File: config.mk
export PLATFORM = sky130hd
export DESIGN_NAME = servo_seq_pwm
export DESIGN_NICKNAME = d
export VERILOG_FILES = /design/src/rtl/servo_pkg.sv /design/src/rtl/servo_pwm_ch.sv /design/src/rtl/servo_seq_pwm.sv
export SDC_FILE = /design/constraint.sdc
export NUM_CORES = 1
export LEC_CHECK = 0
export ABC_CLOCK_PERIOD_IN_PS = 5100
export BUFFER_PORTS_ARGS = -buffer_cell sky130_fd_sc_hd__buf_4
export CORE_MARGIN = 4
export CORE_UTILIZATION = 44
export DETAILED_ROUTE_END_ITERATION = 8
export PLACE_DENSITY = 0.63
export SETUP_SLACK_MARGIN = 0.1
export SYNTH_ARGS = -nofsm -noshare
export SYNTH_HDL_FRONTEND = slang
export SYNTH_HIERARCHICAL = 1
export SYNTH_SLANG_ARGS = --single-unit
File: constraint.sdc
create_clock -name clk -period 5.1 [get_ports clk]
set_clock_uncertainty 0.2 [all_clocks]
set_input_delay 1.53 -clock clk [delete_from_list [all_inputs] [get_ports clk]]
set_output_delay 1.53 -clock clk [all_outputs]
set_load 0.005 [all_outputs]
File: src/rtl/servo_pkg.sv
// servo_pkg: shared defaults, step-table record and sequencer state type for servo_seq_pwm
package servo_pkg;
   localparam int SERVO_FRAME_TICKS   = 1000000;
   localparam int SERVO_MIN_WIDTH     = 25000;
   localparam int SERVO_MAX_WIDTH     = 125000;
   localparam int SERVO_DEFAULT_WIDTH = 75000;

   // Fields are sized for the largest supported configuration; the top slices what it needs.
   typedef struct packed {
      logic [7:0]  ch;
      logic [31:0] width;
      logic [15:0] hold;
   } servo_step_t;

   typedef enum logic [1:0] {IDLE, ARM, RUN} servo_state_e;
endpackage

File: src/rtl/servo_pwm_ch.sv
// servo_pwm_ch: one servo channel with clamped target, frame-aligned active width and registered PWM compare
module servo_pwm_ch
   import servo_pkg::*;
#(
   parameter int CNT_W         = 20,
   parameter int MIN_WIDTH     = SERVO_MIN_WIDTH,
   parameter int MAX_WIDTH     = SERVO_MAX_WIDTH,
   parameter int DEFAULT_WIDTH = SERVO_DEFAULT_WIDTH
) (
   input  logic             clk,
   input  logic             rst_n,
   input  logic [CNT_W-1:0] fc_i,
   input  logic             we_i,
   input  logic [CNT_W-1:0] width_i,
   output logic             pwm_o
);
   localparam logic [CNT_W-1:0] MIN_W = CNT_W'(MIN_WIDTH);
   localparam logic [CNT_W-1:0] MAX_W = CNT_W'(MAX_WIDTH);
   localparam logic [CNT_W-1:0] DEF_W = CNT_W'(DEFAULT_WIDTH);

   logic [CNT_W-1:0] target_q, target_d, active_q, active_d, clamped;

   // The active width only changes at fc == 0, so a pulse is never cut or stretched mid-frame.
   always_comb begin
      clamped  = (width_i < MIN_W) ? MIN_W : ((width_i > MAX_W) ? MAX_W : width_i);
      target_d = we_i ? clamped : target_q;
      active_d = (fc_i == '0) ? target_q : active_q;
   end

   always_ff @(posedge clk or negedge rst_n) begin
      if (!rst_n) begin
         target_q <= DEF_W;
         active_q <= DEF_W;
         pwm_o    <= 1'b0;
      end else begin
         target_q <= target_d;
         active_q <= active_d;
         pwm_o    <= fc_i < active_d;
      end
   end
endmodule

File: src/rtl/servo_seq_pwm.sv
// servo_seq_pwm: shared-frame multi-channel servo PWM with a table-driven step sequencer
module servo_seq_pwm
   import servo_pkg::*;
#(
   parameter int NUM_CH        = 2,
   parameter int NUM_STEPS     = 8,
   parameter int FRAME_TICKS   = SERVO_FRAME_TICKS,
   parameter int MIN_WIDTH     = SERVO_MIN_WIDTH,
   parameter int MAX_WIDTH     = SERVO_MAX_WIDTH,
   parameter int DEFAULT_WIDTH = SERVO_DEFAULT_WIDTH,
   parameter int HOLD_W        = 6,
   localparam int CNT_W        = $clog2(FRAME_TICKS),
   localparam int CH_W         = (NUM_CH > 1) ? $clog2(NUM_CH) : 1,
   localparam int STEP_W       = $clog2(NUM_STEPS)
) (
   input  logic              clk,
   input  logic              rst_n,
   input  logic              cfg_we,
   input  logic [STEP_W-1:0] cfg_addr,
   input  logic [CH_W-1:0]   cfg_ch,
   input  logic [CNT_W-1:0]  cfg_width,
   input  logic [HOLD_W-1:0] cfg_hold,
   input  logic [STEP_W:0]   seq_len,
   input  logic              loop_en,
   input  logic              start,
   input  logic              abort,
   output logic [NUM_CH-1:0] servo_pwm,
   output logic              busy,
   output logic              done,
   output logic [STEP_W-1:0] cur_step,
   output logic              frame_tick
);
   localparam logic [CNT_W-1:0]  FC_LAST  = CNT_W'(FRAME_TICKS - 1);
   localparam logic [CNT_W-1:0]  FC_ONE   = CNT_W'(1);
   localparam logic [STEP_W:0]   NS       = (STEP_W + 1)'(NUM_STEPS);
   localparam logic [STEP_W:0]   LEN_ONE  = (STEP_W + 1)'(1);
   localparam logic [STEP_W-1:0] STEP_ONE = STEP_W'(1);
   localparam logic [HOLD_W-1:0] HOLD_ONE = HOLD_W'(1);

   logic [CNT_W-1:0]  fc_q, fc_d;
   servo_state_e      state_q, state_d;
   logic [STEP_W-1:0] cur_step_q, cur_step_d, sel;
   logic [STEP_W:0]   len_q, len_d;
   logic [HOLD_W-1:0] hold_q, hold_d;
   logic              loop_q, loop_d, done_q, done_d, apply, tbl_we;
   servo_step_t       tbl_q [NUM_STEPS];
   servo_step_t       step;
   logic              unused_bits;

   assign frame_tick  = fc_q == FC_LAST;
   assign busy        = state_q != IDLE;
   assign done        = done_q;
   assign cur_step    = cur_step_q;
   assign tbl_we      = (state_q == IDLE) && cfg_we && ({1'b0, cfg_addr} < NS);
   assign unused_bits = ^{step.width[31:CNT_W], step.hold[15:HOLD_W]};

   always_comb begin
      fc_d       = frame_tick ? '0 : fc_q + FC_ONE;
      state_d    = state_q;
      len_d      = len_q;
      loop_d     = loop_q;
      hold_d     = hold_q;
      cur_step_d = cur_step_q;
      done_d     = 1'b0;
      apply      = 1'b0;
      sel        = cur_step_q;
      case (state_q)
         IDLE: if (start && !abort && seq_len != '0 && seq_len <= NS) begin
            state_d = ARM;
            len_d   = seq_len;
            loop_d  = loop_en;
         end
         ARM: if (abort) begin
            state_d = IDLE;
         end else if (frame_tick) begin
            state_d = RUN;
            apply   = 1'b1;
            sel     = '0;
         end
         RUN: if (abort) begin
            state_d = IDLE;
         end else if (frame_tick) begin
            if (hold_q > HOLD_ONE) begin
               hold_d = hold_q - HOLD_ONE;
            end else if ({1'b0, cur_step_q} + LEN_ONE < len_q) begin
               apply = 1'b1;
               sel   = cur_step_q + STEP_ONE;
            end else if (loop_q) begin
               apply = 1'b1;
               sel   = '0;
            end else begin
               state_d = IDLE;
               done_d  = 1'b1;
            end
         end
         default: state_d = IDLE;
      endcase
      step = tbl_q[sel];
      // A zero hold still owns one full frame.
      if (apply) begin
         cur_step_d = sel;
         hold_d     = (step.hold[HOLD_W-1:0] == '0) ? HOLD_ONE : step.hold[HOLD_W-1:0];
      end
   end

   always_ff @(posedge clk or negedge rst_n) begin
      if (!rst_n) begin
         fc_q       <= '0;
         state_q    <= IDLE;
         cur_step_q <= '0;
         len_q      <= '0;
         loop_q     <= 1'b0;
         hold_q     <= '0;
         done_q     <= 1'b0;
      end else begin
         fc_q       <= fc_d;
         state_q    <= state_d;
         cur_step_q <= cur_step_d;
         len_q      <= len_d;
         loop_q     <= loop_d;
         hold_q     <= hold_d;
         done_q     <= done_d;
      end
   end

   // The step table survives reset so a sequence can be replayed without reloading.
   always_ff @(posedge clk) begin
      if (tbl_we) tbl_q[cfg_addr] <= '{ch: 8'(cfg_ch), width: 32'(cfg_width), hold: 16'(cfg_hold)};
   end

   for (genvar i = 0; i < NUM_CH; i++) begin : g_ch
      servo_pwm_ch #(
         .CNT_W        (CNT_W),
         .MIN_WIDTH    (MIN_WIDTH),
         .MAX_WIDTH    (MAX_WIDTH),
         .DEFAULT_WIDTH(DEFAULT_WIDTH)
      ) u_ch (
         .clk    (clk),
         .rst_n  (rst_n),
         .fc_i   (fc_q),
         .we_i   (apply && step.ch == 8'(i)),
         .width_i(step.width[CNT_W-1:0]),
         .pwm_o  (servo_pwm[i])
      );
   end
endmodule

==> results of run 1 <==
## state kept, by name (all words and copies together) (netlist names), 3 cells and up
signal / count
tbl_q: 216
g_ch.u_ch/active_q: 40
g_ch.u_ch/target_q: 40
fc_q: 20
hold_q: 6
len_q: 4
cur_step: 3
## worst register-to-register path, stage by stage (launching register included)
cell,delay (ns)
dfrtp_1,0.42
ha_4,0.22
xor2_1,0.17
ha_1,0.20
or3_1,0.39
o221a_2,0.34
o31a_1,0.35
o31ai_4,0.23
and2_4,0.22
buf_4,0.26
nand3_1,0.11
nand3_1,0.09
o21ai_0,0.16
buf_4,0.24
buf_4,0.13
nor2_1,0.30
a31oi_4,0.15
buf_12,0.17
a32o_1,0.26
## cell families (layout without fill, tap and decap cells)
family	after synthesis	after routing
AOI/OAI and AO/OA	195	196
buffers and inverters	115	290
muxes	55	55
xor gates and xnor gates	23	23
and+or+nand+nor	526	526
adders and majority gates	48	48
DFF	335	335
## worst paths after layout
kind,end,depth (start not counted),slack (ns),start
worst max-delay path,g_ch[0].u_ch/target_q[9],18,0.38,cur_step[0]
worst min-delay path,g_ch[0].u_ch/active_q[1],2,0.29,g_ch[0].u_ch/active_q[1]
worst max register to register,g_ch[0].u_ch/target_q[9],18,0.38,cur_step[0]
worst min register to register,g_ch[0].u_ch/active_q[1],2,0.29,g_ch[0].u_ch/active_q[1]
max in group asynchronous,g_ch[1].u_ch/target_q[7],2,2.94,rst_n
min in group asynchronous,len_q[1],1,0.91,rst_n
## power groups by stage
stage	logic, uW	registers [uW]	clock network [uW]
2_1_floorplan	269	3090	0
3_3_place_gp	484	3090	0
3_5_place_dp	500	3090	0
4_1_cts	504	3040	2580
5_1_grt	554	3050	2700
6_report	501	3040	2520
## layout make-up
type                    instances  share of cell area, %
clock buffers                  44                  5.258
inverters                      60                  1.231
multi-input cells             848                  29.90
clock inverters                23                 0.9847
flip-flops and latches        335                  51.94
repair buffers                163                  7.577
well taps                     455                  3.111
## synth_stat cells, types with 11 or more instances
master	instances
clkbuf_1	28
dfstp_2	32
dfrtp_1	87
nand2_1	233
a21oi_1	30
xor2_1	12
xnor2_1	11
ha_1	48
mux2_2	17
nor4_1	18
inv_1	60
nand4_1	14
a32o_1	15
nor2_1	61
edfxtp_1	216
nor3_1	25
buf_2	14
mux2i_1	35
nand3_1	109
o21ai_0	50
## cell usage in the layout (no fill, tap or decap), types with 10 or more instances in the layout
master / count
nand2_1: 233
edfxtp_1: 216
buf_4: 150
nand3_1: 109
dfrtp_1: 87
inv_1: 60
nor2_1: 54
o21ai_0: 48
ha_1: 47
clkbuf_16: 37
mux2i_1: 35
dfstp_2: 32
a21oi_1: 30
nor3_1: 23
nor4_1: 18
mux2_2: 17
a32o_1: 15
nand4_1: 14
buf_12: 13
xor2_1: 12
xnor2_1: 11
a21o_1: 10
o21a_1: 10
a31oi_1: 10
o211ai_1: 10
## routing by layer
layer  vias up  wire length [um]  GRT usage (%)
met5         -                 0              0
met4         0               614          4.681
met3        55              1914          3.037
met2       255             16880          30.14
met1      5210             17040          27.52
li1       5043                 -              -
## metrics by stage
step	area [um^2]	util [%]	TNS, ns
floorplan	15400	-	0
global placement	17090	49.49	-3.778
detailed placement	17090	49.49	-3.895
CTS	18240	52.81	0
global route	18300	52.97	0
finish	18300	52.97	0
## what timing repair did
action                                  CTS  global route
setup buffers                             0             1
endpoints found under the hold margin     0             0
resized for setup                         1             6
pin swaps                                 0             4
endpoints found under the setup margin   17            30
gates cloned                              0             1
==> metrics.txt, run 1 <==
clock latency on the worst-skew pair=0.52 ns; Gate power share=8.3%; Slew headroom=26.70%; WP data arrival=4.93 ns; CTS Root Cell=clkbuf_16; placed insts=1859; die area=38050 um^2; post-synthesis simple-gate area fraction=16.40%; clock buffer depth=3; sw power=1430 uW; part of the power in registers=50.2%; nets=1533; Mapped Nets=1385; Synth Area in Compound Gates=9.443%; # rows=68; vias per cell=5.479; Final Critical Period=4.721 ns; setup violators final=0; Worst IR Drop VDD=0.2995 mV; mapped cell area=15400 um^2; initial antenna violation count=0; switch share=23.59%; Layout area overhead=18.85%; pre-CTS setup slack=-0.1945 ns; Core Area=34540 um^2; Clock Sink Count=335; Crit Path Class=reg2reg; final hold violation count=0; Synth cell types=77; DR iter-0 viols=697; Worst EP required=5.31 ns; CP Launch Type=flip-flop; drt total wl=36450 um; Slew Limit Fails=0; All-Layer GR Usage=18.95%; detailed-route via count=10560; GRT Residual Overflow=0; area of the multi-input gates=5470 um^2; worst hold path class=reg2reg; sequential element share of the synthesized area=61.73%; Worst-Margin Slew=1.097 ns; fillers=3028; Syn Area/Cell=11.87 um^2; slowest stage delay, CP=0.42 ns; share of cells above drive strength 1=21.25%; CP max FO=21; multiplexer share of the synthesized area=3.763%; YS warnings=6; CP most frequent cell=buf_4; CTS tree=done; Post-synth EDFFs=216; Routed Antenna Nets=0; htree depth=2; Port Buffers=47; RSZ-0062 raised after global routing=no; Die X=195.1 um; pwr dens=331.3 nW/um^2; status=completed; Pre-antenna DRT Iters=5; GP Congestion=0.8546; Hold Buf Count CTS=0; Clk pwr share=41.6%; Initial Utilization=44.57%; Final WS setup=0.3791 ns; vias in the first global route=10350; fin cells=1928; clk slew on worst S/H paths=0.06 ns; top cells by area, synth=edfxtp_1 (42%), dfrtp_1 (14%), nand2_1 (5.7%), dfstp_2 (5.5%), ha_1 (3.9%); drt wl/cell=18.91 um; largest net degree at the start of global routing=65; internal power of the cells=4632 uW; largest area contributor in the netlist=edfxtp_1; first-pass GRT wire length=58330 um; crit path cell chain=ha_4, xor2_1, ha_1, or3_1, o221a_2, o31a_1, o31ai_4, and2_4, buf_4, nand3_1, nand3_1, o21ai_0, buf_4, buf_4, nor2_1, a31oi_4, buf_12, a32o_1; Register Area=9504 um^2; Pleak=0.007424 uW; Buf/Inv on CP=4; Synth Area in Adders=3.901%; DP HPWL=24260 um; f_max=211.8 MHz; chip height=195.1 um; Top Ports=48; Tcrit/Tclk final=92.57%; Slowest-stage cell, CP=dfrtp_1; main combinational cell family by area after synthesis=simple AND/OR/NAND/NOR gates; Syn Inst Count=1297; Crit path max-delay family=compound AO/OA/AOI/OAI gates; total power=6062 uW; max cap viols=0; Synth Flop Type=edfxtp_1; DRC=0; Synth Area in XOR/XNOR=1.308%; Hold WS=0.2931 ns; Yosys reg bits=335; ANT cells=0; Setup crit end kind=flip-flop; top-area cell type share of the netlist area=42.13%; CTS Buf Count=37; FFs w/ async S/R, synth=35.52%
No activity file was read; power rests on OpenSTA's default activity.
==> inputs of run 2 (changes only) <==
PLACE_DENSITY = not set   (was 0.63)
==> run 2 against run 1 <==
  * Die area unchanged
  * Fmax decreased by 0.11%
  * Sequential power about the same
  * Critical path depth unchanged
  * Clock power increased by 10%
  * Register-to-register slack about the same
  * Total power increased by 4.1%
  * Combinational power decreased by 2%
  * Non-clock buffer count decreased by 21
  * Final area decreased by 0.28%
  * Sequential share of layout area increased by 0.15 points
==> metrics.txt, run 2 (same netlist as run 1, synthesis figures left out) <==
share of cells above drive strength 1=20.04%; area of the multi-input gates=5443 um^2; Final Critical Period=4.726 ns; DR iter-0 viols=623; Hold Buf Count CTS=0; detailed-route via count=10340; slowest stage delay, CP=0.47 ns; Register Area=9504 um^2; Port Buffers=47; pwr dens=345.9 nW/um^2; first-pass GRT wire length=57910 um; Core Area=34540 um^2; biggest regs=tbl_q (216), g_ch.u_ch/active_q (40), g_ch.u_ch/target_q (40); worst hold path class=reg2reg; clock buffer depth=3; Layout area overhead=18.51%; chip height=195.1 um; most frequent cells in the layout=nand2_1 (233), edfxtp_1 (216), buf_4 (130); Crit Path Class=reg2reg; CP Launch Type=flip-flop; fin cells=1907; Buf/Inv on CP=3; All-Layer GR Usage=18.95%; Crit path max-delay family=compound AO/OA/AOI/OAI gates; drt wl/cell=19.02 um; RSZ-0062 raised after global routing=no; # rows=68; Initial Utilization=44.57%; Routed Antenna Nets=0; Worst EP required=5.36 ns; GRT Residual Overflow=0; f_max=211.6 MHz; final hold violation count=0; commonest non-fill, non-tap cell in the layout=nand2_1; Worst IR Drop VDD=0.2877 mV; clock latency on the worst-skew pair=0.54 ns; Setup crit end kind=flip-flop; nets=1512; status=completed; Slew headroom=25.64%; DRC=0; Tcrit/Tclk final=92.67%; drt total wl=36280 um; Pre-antenna DRT Iters=5; htree depth=2; max reg flops=216; initial antenna violation count=0; Clock Sink Count=335; DP HPWL=23810 um; vias per cell=5.422; GP Congestion=0.8278; ANT cells=0; CTS Buf Count=38; vias in the first global route=10250; Slew Limit Fails=0; CTS tree=done; clk slew on worst S/H paths=0.06 ns; placed insts=1839; Die X=195.1 um; Worst-Margin Slew=1.113 ns; Hold WS=0.2832 ns; Pleak=0.007386 uW; Slowest-stage cell, CP=dfrtp_1; Top Ports=48; crit path cell chain=ha_1, xor2_1, ha_1, or3_1, o221a_2, o31a_1, o31ai_4, and2_2, buf_12, o21ai_0, o21ai_0, buf_4, o21a_1, o211ai_2, a31o_1, a31oi_4, buf_12, a32o_1; WP data arrival=4.98 ns; CTS Root Cell=clkbuf_16; setup violators final=0; largest net degree at the start of global routing=109; fillers=3022; CP max FO=26; Top reg by flops=tbl_q; max cap viols=0; die area=38050 um^2
## run 2: changes by cell type in the layout (fill, tap and decap cells not counted), sizes merged
cell      previous run  this run
clkinv              14         6
inv                 64        62
clkinvlp             3         1
bufinv               2         4
a31oi               15        14
buf                163       142
clkbuf              44        55
## run 2: what timing repair did
action / 4_1_cts / 5_1_grt
setup buffers: 0 / 0
gates resized for setup: 0 / 6
endpoints found under the hold margin: 0 / 0
setup endpoints to repair: 0 / 24
## run 2: report_power, final
| part | internal [uW] | switching (uW) | total (uW) |
|---|---|---|---|
| Combinational | 160 | 329 | 489 |
| Sequential | 3010 | 33.0 | 3040 |
| Clock | 1690 | 1090 | 2780 |
| Total | 4860 | 1460 | 6310 |
## run 2: metal layers
layer  wire length [um]  track usage, %
met4                830           5.017
met2              17050           30.88
met3               1554           2.605
met1              16850           26.99
met5                  0               0
## run 2: final cells by class
class                           count  share of cell area (%)
Multi-Input combinational cell    847                   29.83
Inverter                           60                   1.234
Sequential cell                   335                   52.09
Clock buffer                       55                   5.897
Tap cell                          455                   3.120
Clock inverter                     13                   1.166
Timing Repair Buffer              142                   6.665
## run 2: stage by stage
| step | TNS, ns | setup WS (ns) | total power [uW] | util (%) | cell area, um^2 |
|---|---|---|---|---|---|
| 2_1_floorplan | 0 | 0.1003 | 3354 | - | 15400 |
| 3_3_place_gp | -1.553 | -0.1257 | 3567 | 49.05 | 16940 |
| 3_5_place_dp | -3.224 | -0.2020 | 3581 | 49.05 | 16940 |
| 4_1_cts | 0 | 0.2400 | 6369 | 52.78 | 18230 |
| 5_1_grt | 0 | 0.1016 | 6544 | 52.82 | 18250 |
| 6_report | 0 | 0.3738 | 6311 | 52.82 | 18250 |
## run 2: final timing paths
kind	depth (start not counted)	startpoint	slack (ns)	endpoint
max	18	cur_step[1]	0.37	g_ch[1].u_ch/target_q[4]
min	2	g_ch[1].u_ch/active_q[18]	0.28	g_ch[1].u_ch/active_q[18]
max reg2reg	18	cur_step[1]	0.37	g_ch[1].u_ch/target_q[4]
min reg2reg	2	g_ch[1].u_ch/active_q[18]	0.28	g_ch[1].u_ch/active_q[18]
max in group asynchronous	2	rst_n	3.23	g_ch[0].u_ch/target_q[3]
min in group asynchronous	1	rst_n	0.64	hold_q[1]
## run 2: worst min-delay path, stage by stage (launching register included)
cell and delay [ns]:
dfrtp_1 0.32, mux2i_1 0.08, inv_1 0.05
==> inputs of run 3 (changes only) <==
ABC_AREA = 1   (was not set)
==> run 3 against run 2 <==
  * Combinational power increased to 2.9 times the previous value
  * Critical path depth increased by 7
  * Largest power group unchanged
  * Sequential power about the same
  * Fmax increased by 3.5%
  * Clock power decreased by 7.2%
  * Setup slack improved by 0.16 ns
  * Count of clock-buffer cells in the layout decreased by 3
  * Flip-flop and latch count unchanged
==> metrics.txt, run 3 <==
status=completed; Pre-antenna DRT Iters=5; Crit path max-delay family=simple AND/OR/NAND/NOR gates; YS warnings=6; Worst IR Drop VDD=0.2979 mV; CP most frequent cell=nand2_1; Port Buffers=47; CTS Root Cell=clkbuf_16; largest net degree at the start of global routing=93; Worst EP required=5.34 ns; global-route met2 utilization=30.08%; CTS Buf Count=38; drt wl/cell=16.98 um; met3 usage=2.662%; DRC=0; clock latency on the worst-skew pair=0.53 ns; share of cells above drive strength 1=12.74%; cts repair resizes=0; Slowest-stage cell, CP=dfrtp_1; GRT Residual Overflow=0; nets=1740; Core Area=34710 um^2; DP HPWL=22850 um; slowest stage delay, CP=0.53 ns; Crit Path Class=reg2reg; Setup crit end kind=flip-flop; Synth Area in Compound Gates=9.333%; final hold violation count=0; clk slew on worst S/H paths=0.06 ns; Synth Area in Adders=3.862%; GP Congestion=0.8521; worst hold path class=reg2reg; Register Area=9504 um^2; GR peak layer=met2; area of the multi-input gates=5009 um^2; Synth Area in XOR/XNOR=0.4506%; vias in the first global route=10680; setup bufs post-CTS=0; chip height=196 um; biggest regs=tbl_q (216), g_ch.u_ch/active_q (40), g_ch.u_ch/target_q (40); vias per cell=5.154; first-pass GRT wire length=58240 um; Post-synth EDFFs=216; Clock Sink Count=335; post-synthesis simple-gate area fraction=18.06%; max reg flops=216; Synth cell types=48; WP data arrival=4.81 ns; FFs w/ async S/R, synth=35.52%; die area=38420 um^2; CP Launch Type=flip-flop; RSZ-0062 raised after global routing=no; CP max FO=34; drt total wl=36250 um; setup violators final=0; most frequent cells after synthesis=nand2_1 (250), nor2_1 (246), edfxtp_1 (216); multiplexer share of the synthesized area=0.07241%; initial antenna violation count=0; Synth Flop Type=edfxtp_1; fillers=3135; top cells by area, synth=edfxtp_1 (42%), dfrtp_1 (14%), nand2_1 (6.0%), nor2_1 (5.9%), dfstp_2 (5.4%); Worst R2R Path Depth=25; Mapped Nets=1666; ANT cells=0; Yosys reg bits=335; clock buffer depth=3; All-Layer GR Usage=18.80%; top-area cell type share of the netlist area=41.71%; commonest non-fill, non-tap cell in the layout=nand2_1; Slew headroom=27.33%; Top reg by flops=tbl_q; Buf/Inv on CP=4; Min-Delay Path Depth=2; Layout area overhead=14.45%; grt met1 use=27.10%; Syn Area/Cell=9.855 um^2; DR iter-0 viols=612; Tcrit/Tclk final=89.56%; Initial Utilization=44.80%; max cap viols=0; Top Ports=48; Syn Inst Count=1578; f_max=218.9 MHz; final setup TNS=0 ns; Final Critical Period=4.568 ns; largest area contributor in the netlist=edfxtp_1; Final Core Density=51.27%; pwr dens=395.0 nW/um^2; sequential element share of the synthesized area=61.12%; htree depth=2; Hold Buf Count CTS=0; main combinational cell family by area after synthesis=simple AND/OR/NAND/NOR gates; detailed-route via count=11000; Worst-Margin Slew=1.087 ns; Slew Limit Fails=0; most frequent cells in the layout=nand2_1 (249), nor2_1 (238), edfxtp_1 (216); Pleak=0.007720 uW; top-count cell post-synth=nand2_1; # rows=68; Stages on worst setup path=25; Routed Antenna Nets=0; Die X=196 um; CTS tree=done; mapped cell area=15550 um^2
==> run 3: cell types whose count changed after synthesis, sizes merged, moves of 12 or more <==
cell    previous run  this run
a21oi             34        51
a32o              15         0
inv               60       205
mux2              20         1
mux2i             35         0
nand2            233       255
nor2              64       250
nor3              29        14
nor4              19         7
o211ai            12         0
o21ai             53       158
o22ai              3        22
==> run 3: power breakdown <==
part           total [uW]  internal [uW]  switching [uW]
Combinational        1420            456             966
Sequential           3020           3000            23.1
Clock                2580           1510            1070
Total                7030           4970            2060
==> run 3: cell families after synthesis <==
logic type	count (synthesis)
AND/OR/NAND/NOR	657
XOR/XNOR	8
multiplexers	1
adder cells (fa/ha/maj)	48
AO/OA/AOI/OAI	265
flip-flops	335
buffers and inverters	264
==> run 3: final cells by class <==
cell class	instances	area share [%]
sequential	335	53.40
multi-input combinational	979	28.14
clock buffer	52	5.982
inverter	208	4.408
timing repair buffer	90	4.169
tap	455	3.199
clock inverter	16	0.7030
==> run 3: worst register-to-register path, cell delays in order (launching register included) <==
cell	delay, ns
dfrtp_1	0.53
ha_1	0.22
xor2_1	0.23
ha_1	0.27
nand2_1	0.06
inv_1	0.03
nand2_1	0.05
nand2_1	0.09
nand2_1	0.15
nand3_1	0.12
nand2_1	0.08
nand2_1	0.05
nand2_1	0.09
nand2_4	0.09
inv_4	0.31
o21ai_0	0.17
o22ai_1	0.13
nor2_1	0.06
a31oi_1	0.29
inv_1	0.12
nor3_1	0.34
nand3_1	0.17
o21ai_4	0.24
buf_4	0.22
nand3_1	0.07
o21ai_0	0.10
==> run 3: path summary, 6_finish.rpt <==
kind,from,endpoint,slack (ns)
setup reg to reg,cur_step[0],g_ch[0].u_ch/target_q[0],0.53
hold reg to reg,g_ch[0].u_ch/target_q[10],g_ch[0].u_ch/target_q[10],0.27
max in group asynchronous,rst_n,g_ch[0].u_ch/active_q[6],2.90
min in group asynchronous,rst_n,done,0.94
setup / recovery,cur_step[0],g_ch[0].u_ch/target_q[0],0.53
hold / removal,g_ch[0].u_ch/target_q[10],g_ch[0].u_ch/target_q[10],0.27
==> run 3: per-layer routing <==
layer | up-vias | part of all wire, %
met5 | - | 0
met4 | 0 | 2.4
met3 | 67 | 4.6
met2 | 258 | 45
met1 | 5235 | 48
li1 | 5443 | -
==> run 3: metrics by stage <==
stage / hold slack, ns / power (uW) / cell area (um^2) / setup WS [ns] / std cells
after floorplan: 0.2437 / 3906 / 15550 / 0.7109 / 1578
after global placement: 0.2632 / 4463 / 16590 / 0.2526 / 2067
after detailed placement: 0.2611 / 4479 / 16590 / 0.1378 / 2067
after CTS: 0.2730 / 7078 / 17780 / 0.4729 / 2135
after global routing: 0.2926 / 7369 / 17800 / 0.1070 / 2135
final: 0.2719 / 7030 / 17800 / 0.5325 / 2135
